### src/rtl/smp_pkg.sv
// Shared types for the audio-RAM arbiter: FSM states, bus owners and address width.
package smp_pkg;

    typedef enum logic [1:0] {
        IDLE,
        ISSUE,
        WAIT,
        DONE
    } aram_state_t;

    typedef enum logic [1:0] {
        OWN_SMP,
        OWN_DSP,
        OWN_LD
    } aram_owner_t;

    localparam int ARAM_AW = 16;

endpackage

### src/rtl/aram_arbiter.sv
// Single-port audio RAM arbiter for SPC700, S-DSP and host loader; one access in flight.
//
// state | meaning
// IDLE  | pick a winner among pending requests
// ISSUE | one-cycle MEM_REQ with the latched owner access
// WAIT  | count down the memory read latency, capture read data
// DONE  | one-cycle ACK to the owner, requests ignored
module aram_arbiter
    import smp_pkg::*;
#(
    parameter int         MEM_LAT    = 2,
    parameter logic [7:0] STARVE_MAX = 8'd16
) (
    input  logic               CLK,
    input  logic               RST_N,

    input  logic               SMP_REQ,
    input  logic [ARAM_AW-1:0] SMP_A,
    input  logic               SMP_WE_N,
    input  logic [7:0]         SMP_DO,
    output logic [7:0]         SMP_DI,
    output logic               SMP_ACK,
    input  logic               RAM_WRITE_EN,

    input  logic               DSP_REQ,
    input  logic [ARAM_AW-1:0] DSP_A,
    input  logic               DSP_WE_N,
    input  logic [7:0]         DSP_DO,
    output logic [7:0]         DSP_DI,
    output logic               DSP_ACK,

    input  logic               LD_EN,
    input  logic               LD_REQ,
    input  logic [ARAM_AW-1:0] LD_A,
    input  logic [7:0]         LD_DO,
    output logic               LD_ACK,

    output logic [ARAM_AW-1:0] MEM_A,
    output logic [7:0]         MEM_DO,
    output logic               MEM_WE_N,
    output logic               MEM_REQ,
    input  logic [7:0]         MEM_DI
);

    localparam logic [2:0] LAT_LOAD = 3'(MEM_LAT - 1);

    aram_state_t        state;
    aram_owner_t        owner;
    logic [2:0]         lat_cnt;
    logic               cap_rd;
    logic [7:0]         starve_cnt;

    logic               smp_eff;
    logic               smp_starved;
    logic               smp_owns;
    logic               grant_any;
    aram_owner_t        win;
    logic [ARAM_AW-1:0] win_a;
    logic [7:0]         win_do;
    logic               win_we_n;
    logic               win_rd;

    always_comb begin
        smp_eff     = SMP_REQ & ~LD_EN;
        smp_starved = smp_eff && (starve_cnt == STARVE_MAX);
        smp_owns    = (state != IDLE) && (owner == OWN_SMP);
        grant_any   = 1'b1;
        win         = OWN_DSP;
        win_a       = DSP_A;
        win_do      = DSP_DO;
        win_we_n    = DSP_WE_N;
        win_rd      = DSP_WE_N;
        if (smp_starved || (!DSP_REQ && smp_eff)) begin
            win      = OWN_SMP;
            win_a    = SMP_A;
            win_do   = SMP_DO;
            // write-protected SMP writes become dummy reads, but never update SMP_DI
            win_we_n = SMP_WE_N | ~RAM_WRITE_EN;
            win_rd   = SMP_WE_N;
        end else if (DSP_REQ) begin
            win = OWN_DSP;
        end else if (LD_EN && LD_REQ) begin
            win      = OWN_LD;
            win_a    = LD_A;
            win_do   = LD_DO;
            win_we_n = 1'b0;
            win_rd   = 1'b0;
        end else begin
            grant_any = 1'b0;
        end
    end

    always_ff @(posedge CLK or negedge RST_N) begin
        if (!RST_N) begin
            state      <= IDLE;
            owner      <= OWN_SMP;
            lat_cnt    <= '0;
            cap_rd     <= 1'b0;
            starve_cnt <= '0;
            MEM_A      <= '0;
            MEM_DO     <= '0;
            MEM_WE_N   <= 1'b1;
            MEM_REQ    <= 1'b0;
            SMP_DI     <= '0;
            DSP_DI     <= '0;
            SMP_ACK    <= 1'b0;
            DSP_ACK    <= 1'b0;
            LD_ACK     <= 1'b0;
        end else begin
            MEM_REQ <= 1'b0;
            SMP_ACK <= 1'b0;
            DSP_ACK <= 1'b0;
            LD_ACK  <= 1'b0;

            if (!SMP_REQ) begin
                starve_cnt <= '0;
            end else if (state == IDLE && grant_any && win == OWN_SMP) begin
                starve_cnt <= '0;
            end else if (!smp_owns && starve_cnt != STARVE_MAX) begin
                starve_cnt <= starve_cnt + 8'd1;
            end

            case (state)
                IDLE: begin
                    if (grant_any) begin
                        owner    <= win;
                        MEM_A    <= win_a;
                        MEM_DO   <= win_do;
                        MEM_WE_N <= win_we_n;
                        cap_rd   <= win_rd;
                        MEM_REQ  <= 1'b1;
                        state    <= ISSUE;
                    end
                end
                ISSUE: begin
                    lat_cnt <= LAT_LOAD;
                    state   <= WAIT;
                end
                WAIT: begin
                    if (lat_cnt == 3'd0) begin
                        case (owner)
                            OWN_SMP: begin
                                if (cap_rd) SMP_DI <= MEM_DI;
                                SMP_ACK <= 1'b1;
                            end
                            OWN_DSP: begin
                                if (cap_rd) DSP_DI <= MEM_DI;
                                DSP_ACK <= 1'b1;
                            end
                            default: LD_ACK <= 1'b1;
                        endcase
                        state <= DONE;
                    end else begin
                        lat_cnt <= lat_cnt - 3'd1;
                    end
                end
                DONE:    state <= IDLE;
                default: state <= IDLE;
            endcase
        end
    end

endmodule
### config.mk
export PLATFORM = sky130hd
export DESIGN_NAME = aram_arbiter
export DESIGN_NICKNAME = d
export VERILOG_FILES = /design/src/rtl/smp_pkg.sv /design/src/rtl/aram_arbiter.sv
export SDC_FILE = /design/constraint.sdc
export NUM_CORES = 1
export LEC_CHECK = 0
export ABC_AREA = 1
export CAP_MARGIN = 15
export CORE_MARGIN = 2
export CORE_UTILIZATION = 48
export CTS_CLUSTER_SIZE = 14
export DETAILED_ROUTE_END_ITERATION = 7
export HOLD_SLACK_MARGIN = 0.03
export PLACE_DENSITY = 0.89
export SLEW_MARGIN = 20
export SYNTH_ARGS = -nofsm -noshare
export SYNTH_HDL_FRONTEND = slang
export SYNTH_SLANG_ARGS = --single-unit
export TNS_END_PERCENT = 20
### constraint.sdc
create_clock -name CLK -period 2.87 [get_ports CLK]
set_clock_uncertainty 0.15 [all_clocks]
set_input_delay 0.574 -clock CLK [delete_from_list [all_inputs] [get_ports CLK]]
set_output_delay 0.574 -clock CLK [all_outputs]
set_load 0.005 [all_outputs]
Word-level counts from Yosys, hierarchy flattened. Cells that the tools add are included.

Multiplexer cells: 35. Bitwise operators: 4. Eq/ne operators: 10. Reductions and logical operators: 22. Add/sub/neg operators: 2.

Operators with widths (count): 16-bit two-way mux (3); 8-bit two-way mux (6); 1-bit two-way mux (18); 2-bit two-way mux (5); 8-bit by 1-bit adder with 8-bit output (second input constant) (1); 8-bit by 5-bit equality test with 1-bit output (second input constant) (1); 8-bit by 5-bit != test with 1-bit output (second input constant) (1); 2-bit case mux with 4 select lines (1); 4-bit AND reduction (2); 1-bit logical AND (7); 2-bit zero test (3); 2-bit != test (second input constant) (3); 3-bit case mux with 2 select lines (1); 2-bit AND reduction (3); 2-bit by 1-bit equality test with 1-bit output (second input constant) (2); 2-bit equality test (second input constant) (2); 2-bit nonzero test (2); 3-bit zero test (1); 3-bit two-way mux (1); 3-bit by 1-bit != test with 1-bit output (second input constant) (1); 3-bit by 1-bit subtractor with 3-bit output (second input constant) (1); 1-bit zero test (2); 1-bit NOT (2); 2-bit OR reduction (1); 3 further kinds (3).

Register bits: 61. Bits of input ports: 89. Output and inout port bits: 45.

Depth between registers and ports, before layout. Gate-level depths: netlist of run 1.

Depth in word-level cells: 9. Gate-level depth with buffers: 10. Gate-level depth less buffers: 10.

Worst setup path after synthesis of run 1. Ideal clock, no wire load.

Kind: reg-to-reg. Start point: register state[0]. End point: register DSP_DI[0]. Arrival: 1.374 ns. Stages on the path, launching flop included: 7. Period minus slack after synthesis: 1.650 ns. Library setup time: 0.126 ns. Slack: 1.220 ns. Cells stage by stage: dfrtp_1 inv_1 ha_1 nand3_2 nor4_4 buf_4 o21ai_0.

Word-level cells in the longest chain between the ends: 2.

RTL lines: start: declaration (RTL line aram_arbiter.sv:47) `aram_state_t state;`; start signal: assignment (RTL line aram_arbiter.sv:95) `state <= IDLE;`; start signal: assignment (RTL line aram_arbiter.sv:132) `state <= ISSUE;`; start signal: assignment (RTL line aram_arbiter.sv:137) `state <= WAIT;`; 2-bit equality test (RTL line aram_arbiter.sv:123) `case (state)`; 4-bit AND reduction (no source line); end signal: assignment (RTL line aram_arbiter.sv:105) `DSP_DI <= '0;`; end signal: assignment (RTL line aram_arbiter.sv:147) `if (cap_rd) DSP_DI <= MEM_DI;`; end: declaration (RTL line aram_arbiter.sv:29) `output logic [7:0] DSP_DI,`.

Every way passes these cells. A chain may end at the register's enable or synchronous reset.

Final worst setup path of run 1.
Start point: register state[1]. End point: register MEM_WE_N.

Word-level cells in the longest chain between the ends: 2.

RTL lines: 2-bit zero test (RTL line aram_arbiter.sv:123); 2-bit AND reduction (no source line); end signal: assignment (RTL line aram_arbiter.sv:129) `MEM_WE_N <= win_we_n;`; end: declaration (RTL line aram_arbiter.sv:40) `output logic MEM_WE_N,`.

Every way passes these cells.

==> metrics.txt, run 1 <==
run status=finished clean; Power Internal=2.62 mW; Min-Delay Path Class=input pin to async pin; fmax=0.448 GHz; clock latency on the worst-skew pair=0.34 ns; Synth area leaders=dfrtp_1 (44%), nand4_1 (9.3%), nand3_2 (7.0%); Pre-antenna DRT Iters=4; Area growth syn-to-layout=45.4%; CTS clock-pin slew for the worst setup and hold paths=0.07 ns; Synth top area share=0.436; Final #Nets=620; htree depth=3; CP max stage delay=0.47 ns; met2 WL=5050 microns; crit path max fanout=28; max capacitance violation total=0; global-route wire length before repair=15800 microns; wl on met1=around 4100 microns; CP max-delay cell=nor2_8; Register Area=between 0.0015 and 0.002 sq mm; Die Y=around 89 microns; commonest non-fill, non-tap cells in the layout=clkdlybuf4s50_1 (132), dfrtp_1 (60), nand2_1 (57); Reg2Reg Setup Slack=approximately 0.64 ns; switching part of the total power=0.377; area leader, netlist=dfrtp_1; post-route insts no fill=624; Die Width=88.7 microns; pin count of the biggest net entering global routing=between 60 and 70; Multi-input gate area=0.00161 sq mm; Cells after Synth=396; Initial Util=0.501; Combinational Power Share=0.472; DR top layer=met4; Critical Path AT=2.37 ns; Core ar.=0.00687 sq mm; Power Density=839 mW/mm^2; placed instance count=608; most common cell after layout, fill and taps aside=clkdlybuf4s50_1; Mean Syn Cell Area=about 8.7 sq um; crit-path leading delay family=simple AND/OR/NAND/NOR gates; WL met3=approximately 740 microns; final setup violation count=0; Clock Sinks=61; # resized after CTS=0; Filler Cell Count=518; Vias=approximately 3400; count of pins over their slew limit=0; cts-stage hold buffer count=0; Reg power frac=0.345; Boundary Pins=134; gr usage total=0.264; leakage=2.23 nW; Seq/Total Area, Yosys=0.444; initial antenna violation count=0; # rows=30; Setup CP Type=register to register; post-CTS setup buffers=0; initial DRC count=between 200 and 250; ant diodes=0; critical path data required time=3.01 ns; Net Sw Power=1.58 mW; gpl congestion=0.770; drt wl/cell=around 16 microns; CTS Buf Count=9; RSZ-0062 raised after global routing=false; Total Neg Setup Slack=0 ns; TritonCTS clock tree=built; Mapped Nets=493; critical-path cell list=inv_1 > ha_2 > nand2_4 > nor2_8 > nand3_1 > nand3_1; CTS Buffer Depth=2; maximum vdd drop=0.437 mV; kind of end point of the critical path=register; post-DP HPWL=6990 microns; Buffers on Ports=133; ANT nets after route=0; Crit path top cell by count=nand3_1; vias in the first global route=roughly 3400; Final period util=0.778; Die Area=0.00787 sq mm; grt ovf=0; Distinct cells, synth=28; Synth Cell Area=~0.0034 sq mm; CTS root buffer=clkbuf_8; DRC viols=0; final wirelength=10100 microns; Slew @ Worst Pin=0.782 ns; crit start category=register; Slew headroom=0.479; clock network fraction of total power=0.183; Final Hold Viols=0; Hold WS=0.235 ns; Synth Warn #=0; share of layout cells above drive strength 1=0.119; clock period minus worst slack=2.23 ns; Yosys reg bits=61; vias per inst=5.40; buffer and inverter count on the worst path=1
[layout make-up]
type                            count  area share
Clock inverter                      7      0.0152
Multi-Input combinational cell    265       0.322
Clock buffer                        9      0.0247
Timing Repair Buffer              138       0.272
Inverter                           48      0.0360
Sequential cell                    61       0.305
Tap cell                           96      0.0240
[power groups by stage]
stage               clock network (mW)  logic, mW  registers (mW)
floorplan                            0       1.01            1.44
global placement                     0       1.90            1.44
detailed placement                   0       1.97            1.45
CTS                              0.778       1.99            1.45
global route                     0.810       2.19            1.49
finish                           0.767       1.98            1.45
[through the flow]
stage	utilization	total power, mW	worst slack, ns	cell area, sq um
2_1_floorplan	-	2.45	1.22	3440
5_1_grt	0.729	4.49	0.440	5010
3_5_place_dp	0.700	3.43	0.349	4810
4_1_cts	0.729	4.22	0.649	5010
3_3_place_gp	0.700	3.34	0.480	4810
6_report	0.729	4.20	0.637	5010
[flip-flops by register name, indices dropped and copies added (netlist names)]
signal / flops
starve_cnt: 8
MEM_DO: 8
DSP_ACK: 1
SMP_ACK: 1
lat_cnt: 3
LD_ACK: 1
DSP_DI: 8
SMP_DI: 8
state: 2
MEM_REQ: 1
cap_rd: 1
MEM_WE_N: 1
owner: 2
MEM_A: 16
[logic make-up after synthesis]
kind of cell / Yosys count / synth area share
AND/OR/NAND/NOR: 207 / 0.347
buffers and inverters: 70 / 0.0883
flip-flops: 61 / 0.444
AO/OA/AOI/OAI: 49 / 0.0894
adder cells (fa/ha/maj): 8 / 0.0291
XOR/XNOR: 1 / 0.00254
[per-layer routing]
layer / vias up / track usage
li1: 1618 / -
met1: 1577 / 0.336
met2: 156 / 0.426
met3: 20 / 0.0541
met4: 0 / 0.132
met5: - / 0
[path summary, 6_finish.rpt]
path                                      end     start  cells past startpoint
min in group CLK                     MEM_WE_N  MEM_WE_N                      2
max in group asynchronous           MEM_DO[4]     RST_N                      2
worst max register to register       MEM_WE_N  state[1]                      6
worst max-delay path                 MEM_WE_N  state[1]                      6
worst min-delay path            starve_cnt[3]     RST_N                      2
worst min register to register       MEM_WE_N  MEM_WE_N                      2
[synth_stat cells (all sizes together)]
library cell	count
a21boi	24
buf	14
clkbuf	8
dfrtp	60
dfstp	1
ha	8
inv	48
nand2	62
nand3	69
nand4	51
nor2	21
nor3	3
nor4	1
o21ai	23
o22ai	2
xnor2	1
Power figures use the tool's default switching activity.
==> run 2, diff against run 1 <==
--- a/config.mk
+++ b/config.mk
@@ -8,11 +8,11 @@
 export ABC_AREA = 1
 export CAP_MARGIN = 15
 export CORE_MARGIN = 2
-export CORE_UTILIZATION = 48
+export CORE_UTILIZATION = 44
 export CTS_CLUSTER_SIZE = 14
 export DETAILED_ROUTE_END_ITERATION = 7
 export HOLD_SLACK_MARGIN = 0.03
-export PLACE_DENSITY = 0.89
+export PLACE_DENSITY = 0.83
 export SLEW_MARGIN = 20
 export SYNTH_ARGS = -nofsm -noshare
 export SYNTH_HDL_FRONTEND = slang
==> constraint.sdc (replaced) <==
create_clock -name CLK -period 2.1 [get_ports CLK]
set_clock_uncertainty 0.15 [all_clocks]
set_input_delay 0.42 -clock CLK [delete_from_list [all_inputs] [get_ports CLK]]
set_output_delay 0.42 -clock CLK [all_outputs]
set_load 0.005 [all_outputs]
==> metrics.txt, run 2 (synthesized netlist as in run 1, its figures left out) <==
gr usage total=0.232; dpl ws=-0.0266 ns; share of layout cells above drive strength 1=0.139; Boundary Pins=approximately 130; # resized after CTS=0; Core ar.=0.00765 sq mm; Die Area=between 0.008 and 0.009 sq mm; ANT nets after route=0; RSZ-0062 raised after global routing=false; CTS Buffer Depth=2; final instance area=0.00521 sq mm; CTS root buffer=clkbuf_8; largest register by flop count=MEM_A; max reg flops=16; Final period util=0.928; CP max-delay cell=dfstp_2; Die Y=92.5 microns; run status=finished clean; CTS Buf Count=9; Critical Path AT=roughly 1.4 ns; critical path data required time=1.53 ns; DRC viols=0; initial DRC count=190; global-route wire length before repair=15500 microns; # rows=32; Multi-input gate area=0.00161 sq mm; Overall Power=6.02 mW; fmax=roughly 0.51 GHz; most common cell after layout, fill and taps aside=clkdlybuf4s50_1; TritonCTS clock tree=built; gpl congestion=slightly below 0.9; crit path max fanout=2; post-route insts no fill=about 640; Pre-antenna DRT Iters=4; clock latency on the worst-skew pair=0.34 ns; CP max stage delay=between 0.5 and 0.6 ns; initial antenna violation count=0; Filler Cell Count=634; grt ovf=0; CTS clock-pin slew for the worst setup and hold paths=0.07 ns; Register Area=0.00153 sq mm; leakage=2.34 nW; Power Density=approximately 1200 mW/mm^2; Final Hold Viols=0; clock period minus worst slack=1.95 ns; placed instance count=625; Area growth syn-to-layout=51.4%; Slew @ Worst Pin=0.579 ns; Hold WS=0.351 ns; Total Neg Setup Slack=0 ns; maximum vdd drop=0.536 mV; final setup margin=0.151 ns; Final #Nets=633; Initial Util=0.450; vias in the first global route=3264; ant diodes=0; Final Util=0.682; Buffers on Ports=around 130; post-DP HPWL=7180 microns; count of pins over their slew limit=0; Setup CP Type=register to output pin; buffer and inverter count on the worst path=1; commonest non-fill, non-tap cells in the layout=clkdlybuf4s50_1 (132), dfrtp_1 (60), nand2_1 (57); critical-path cell list=clkdlybuf4s50_1; Die Width=92.5 microns; final setup violation count=0; Clock Sinks=between 60 and 70; Slew headroom=0.614; crit start category=register; Vias=3413; vias per inst=5.31; max capacitance violation total=0; kind of end point of the critical path=output pin; crit-path leading delay family=flip-flops; htree depth=3; pin count of the biggest net entering global routing=39; final wirelength=9860 microns; Post-DP Area=0.00496 sq mm; drt wl/cell=~15 microns; Min-Delay Path Class=register to register
==> run 2: changes by cell type in the layout (fill, tap and decap cells not counted) <==
cell	delta
dlygate4sd3_1	+1
clkinv_4	+1
buf_12	+6
bufinv_16	+1
buf_4	+6
clkinvlp_4	-2
==> run 2: timing repair <==
item	4_1_cts	5_1_grt
setup endpoints to repair	0	5
endpoints found under the hold margin	21	0
setup buffers	0	1
hold buffers	1	0
==> run 2: cell type report <==
cell class | count | area share
Clock buffer | 9 | 0.0238
Multi-Input combinational cell | 265 | 0.310
Clock inverter | 7 | 0.0192
Sequential cell | 61 | 0.293
Timing Repair Buffer | 151 | 0.295
Tap cell | 102 | 0.0245
Inverter | 48 | 0.0346
==> run 2: final timing paths <==
kind / startpoint / endpoint / slack, ns / cells after the start
worst min register to register: MEM_WE_N / MEM_WE_N / 0.35 / 2
worst max register to register: starve_cnt[0] / MEM_A[3] / 0.17 / 9
min in group asynchronous: RST_N / starve_cnt[5] / 0.46 / 2
max in group asynchronous: RST_N / MEM_A[13] / 0.78 / 3
worst min-delay path: MEM_WE_N / MEM_WE_N / 0.35 / 2
worst max-delay path: MEM_WE_N / MEM_WE_N / 0.15 / 1
==> run 2: routing by layer <==
layer / global-route usage / routed length (microns) / vias to the layer above
met5: 0 / 0 / -
met4: 0.0958 / 153 / 0
met3: 0.0439 / 653 / 10
met2: 0.398 / 5120 / 132
met1: 0.286 / 3930 / 1628
li1: - / - / 1643
==> run 2: power breakdown <==
group | leakage, nW | total (mW) | switching (mW) | internal (mW)
clock network | 0.113 | 1.17 | 0.493 | 0.673
logic | 1.49 | 2.87 | 1.39 | 1.48
registers | 0.742 | 1.98 | 0.302 | 1.68
==> run 3, diff against run 2 <==
--- a/config.mk
+++ b/config.mk
@@ -7,12 +7,13 @@
 export LEC_CHECK = 0
 export ABC_AREA = 1
 export CAP_MARGIN = 15
-export CORE_MARGIN = 2
+export CORE_MARGIN = 4
 export CORE_UTILIZATION = 44
 export CTS_CLUSTER_SIZE = 14
 export DETAILED_ROUTE_END_ITERATION = 7
 export HOLD_SLACK_MARGIN = 0.03
 export PLACE_DENSITY = 0.83
+export RECOVER_POWER = 25
 export SLEW_MARGIN = 20
 export SYNTH_ARGS = -nofsm -noshare
 export SYNTH_HDL_FRONTEND = slang
==> metrics.txt, run 3 (synthesized netlist as in run 1, its figures left out) <==
CTS Buf Count=9; Die Width=96.5 microns; min-delay src=lat_cnt[0]; Boundary Pins=134; pin count of the biggest net entering global routing=62; Initial Util=0.462; fmax=between 0.5 and 0.6 GHz; CP max stage delay=around 0.53 ns; Critical Path AT=1.40 ns; crit path max fanout=2; Area growth syn-to-layout=49.5%; Min-Delay Path Class=register to register; final wirelength=~9900 microns; largest register by flop count=MEM_A; DRC viols=0; buffer and inverter count on the worst path=1; ant diodes=0; Clock Sinks=61; clock period minus worst slack=roughly 2 ns; CTS Buffer Depth=2; grt ovf=0; htree depth=3; Total Neg Setup Slack=0 ns; Slew headroom=0.463; Final #Nets=628; crit start category=register; final setup violation count=0; RSZ-0062 raised after global routing=false; Pre-antenna DRT Iters=4; Die Area=0.00930 sq mm; Hold WS=0.347 ns; CTS root buffer=clkbuf_8; vias in the first global route=between 3000 and 4000; critical-path cell list=clkdlybuf4s50_1; post-DP HPWL=7250 microns; count of pins over their slew limit=0; cts-stage hold buffer count=1; TritonCTS clock tree=built; initial DRC count=187; run status=finished clean; post-CTS setup buffers=0; beginning of the critical path=MEM_WE_N; Vias=3431; gr usage total=0.224; vias per inst=~5.4; initial antenna violation count=0; gpl congestion=~0.86; maximum vdd drop=0.639 mV; leakage=2.31 nW; Power Density=1160 mW/mm^2; Setup CP Type=register to output pin; share of layout cells above drive strength 1=0.129; clock latency on the worst-skew pair=0.33 ns; drt wl/cell=15.6 microns; critical path data required time=1.53 ns; worst hold path depth=1; CP max-delay cell=dfstp_2; # resized after CTS=0; ANT nets after route=0; # rows=31; kind of end point of the critical path=output pin; max reg flops=16; Core ar.=0.00745 sq mm; Buffers on Ports=roughly 130; reg2reg path depth=9; worst r2r src=starve_cnt[0]; global-route wire length before repair=16100 microns; Final Hold Viols=0; crit-path leading delay family=flip-flops; Final period util=0.936; Die Y=between 90 and 100 microns; most common cell after layout, fill and taps aside=clkdlybuf4s50_1; max capacitance violation total=0; CTS clock-pin slew for the worst setup and hold paths=0.07 ns; commonest non-fill, non-tap cells in the layout=clkdlybuf4s50_1 (132), dfrtp_1 (60), nand2_1 (57); Slew @ Worst Pin=0.805 ns; WP depth=1
[run 3: power by group]
group,internal (mW),switching (mW),total [mW]
Sequential,1.68,0.291,1.97
Clock,0.730,0.445,1.17
Combinational,1.46,1.39,2.85
Total,3.87,2.12,5.99
[run 3: path summary, 6_finish.rpt]
check | to | slack, ns
hold reg to reg | lat_cnt[0] | 0.35
min in group asynchronous | starve_cnt[7] | 0.68
max in group asynchronous | MEM_A[6] | 0.59
setup reg to reg | cap_rd | 0.20
hold / removal | lat_cnt[0] | 0.35
setup / recovery | MEM_WE_N | 0.13
[run 3: routing by layer]
layer / GRT usage / routed length [microns] / share of wire
met1: 0.279 / 3940 / 0.40
met3: 0.0534 / 910 / 0.092
met5: 0 / 0 / 0
met4: 0.103 / 242 / 0.024
met2: 0.369 / 4790 / 0.48
[run 3: final cells by class]
| type | count | area (sq um) |
|---|---|---|
| clock inverter | 4 | 70.1 |
| clock buffer | 12 | 155 |
| multi-input combinational | 265 | 1610 |
| fill | 595 | 2300 |
| timing repair buffer | 146 | 1480 |
| sequential | 61 | 1530 |
| inverter | 48 | 180 |
| tap | 99 | 124 |
[run 3: through the flow]
stage	std cells	total power, mW	cell area [sq um]	worst slack (ns)	util
after floorplan	396	3.34	3440	0.450	-
after global placement	618	4.71	4920	0.0422	0.661
after detailed placement	618	4.83	4920	0.00758	0.661
after CTS	635	6.04	5160	0.117	0.693
after global routing	635	6.44	5150	0.0326	0.691
final	635	5.99	5150	0.134	0.691
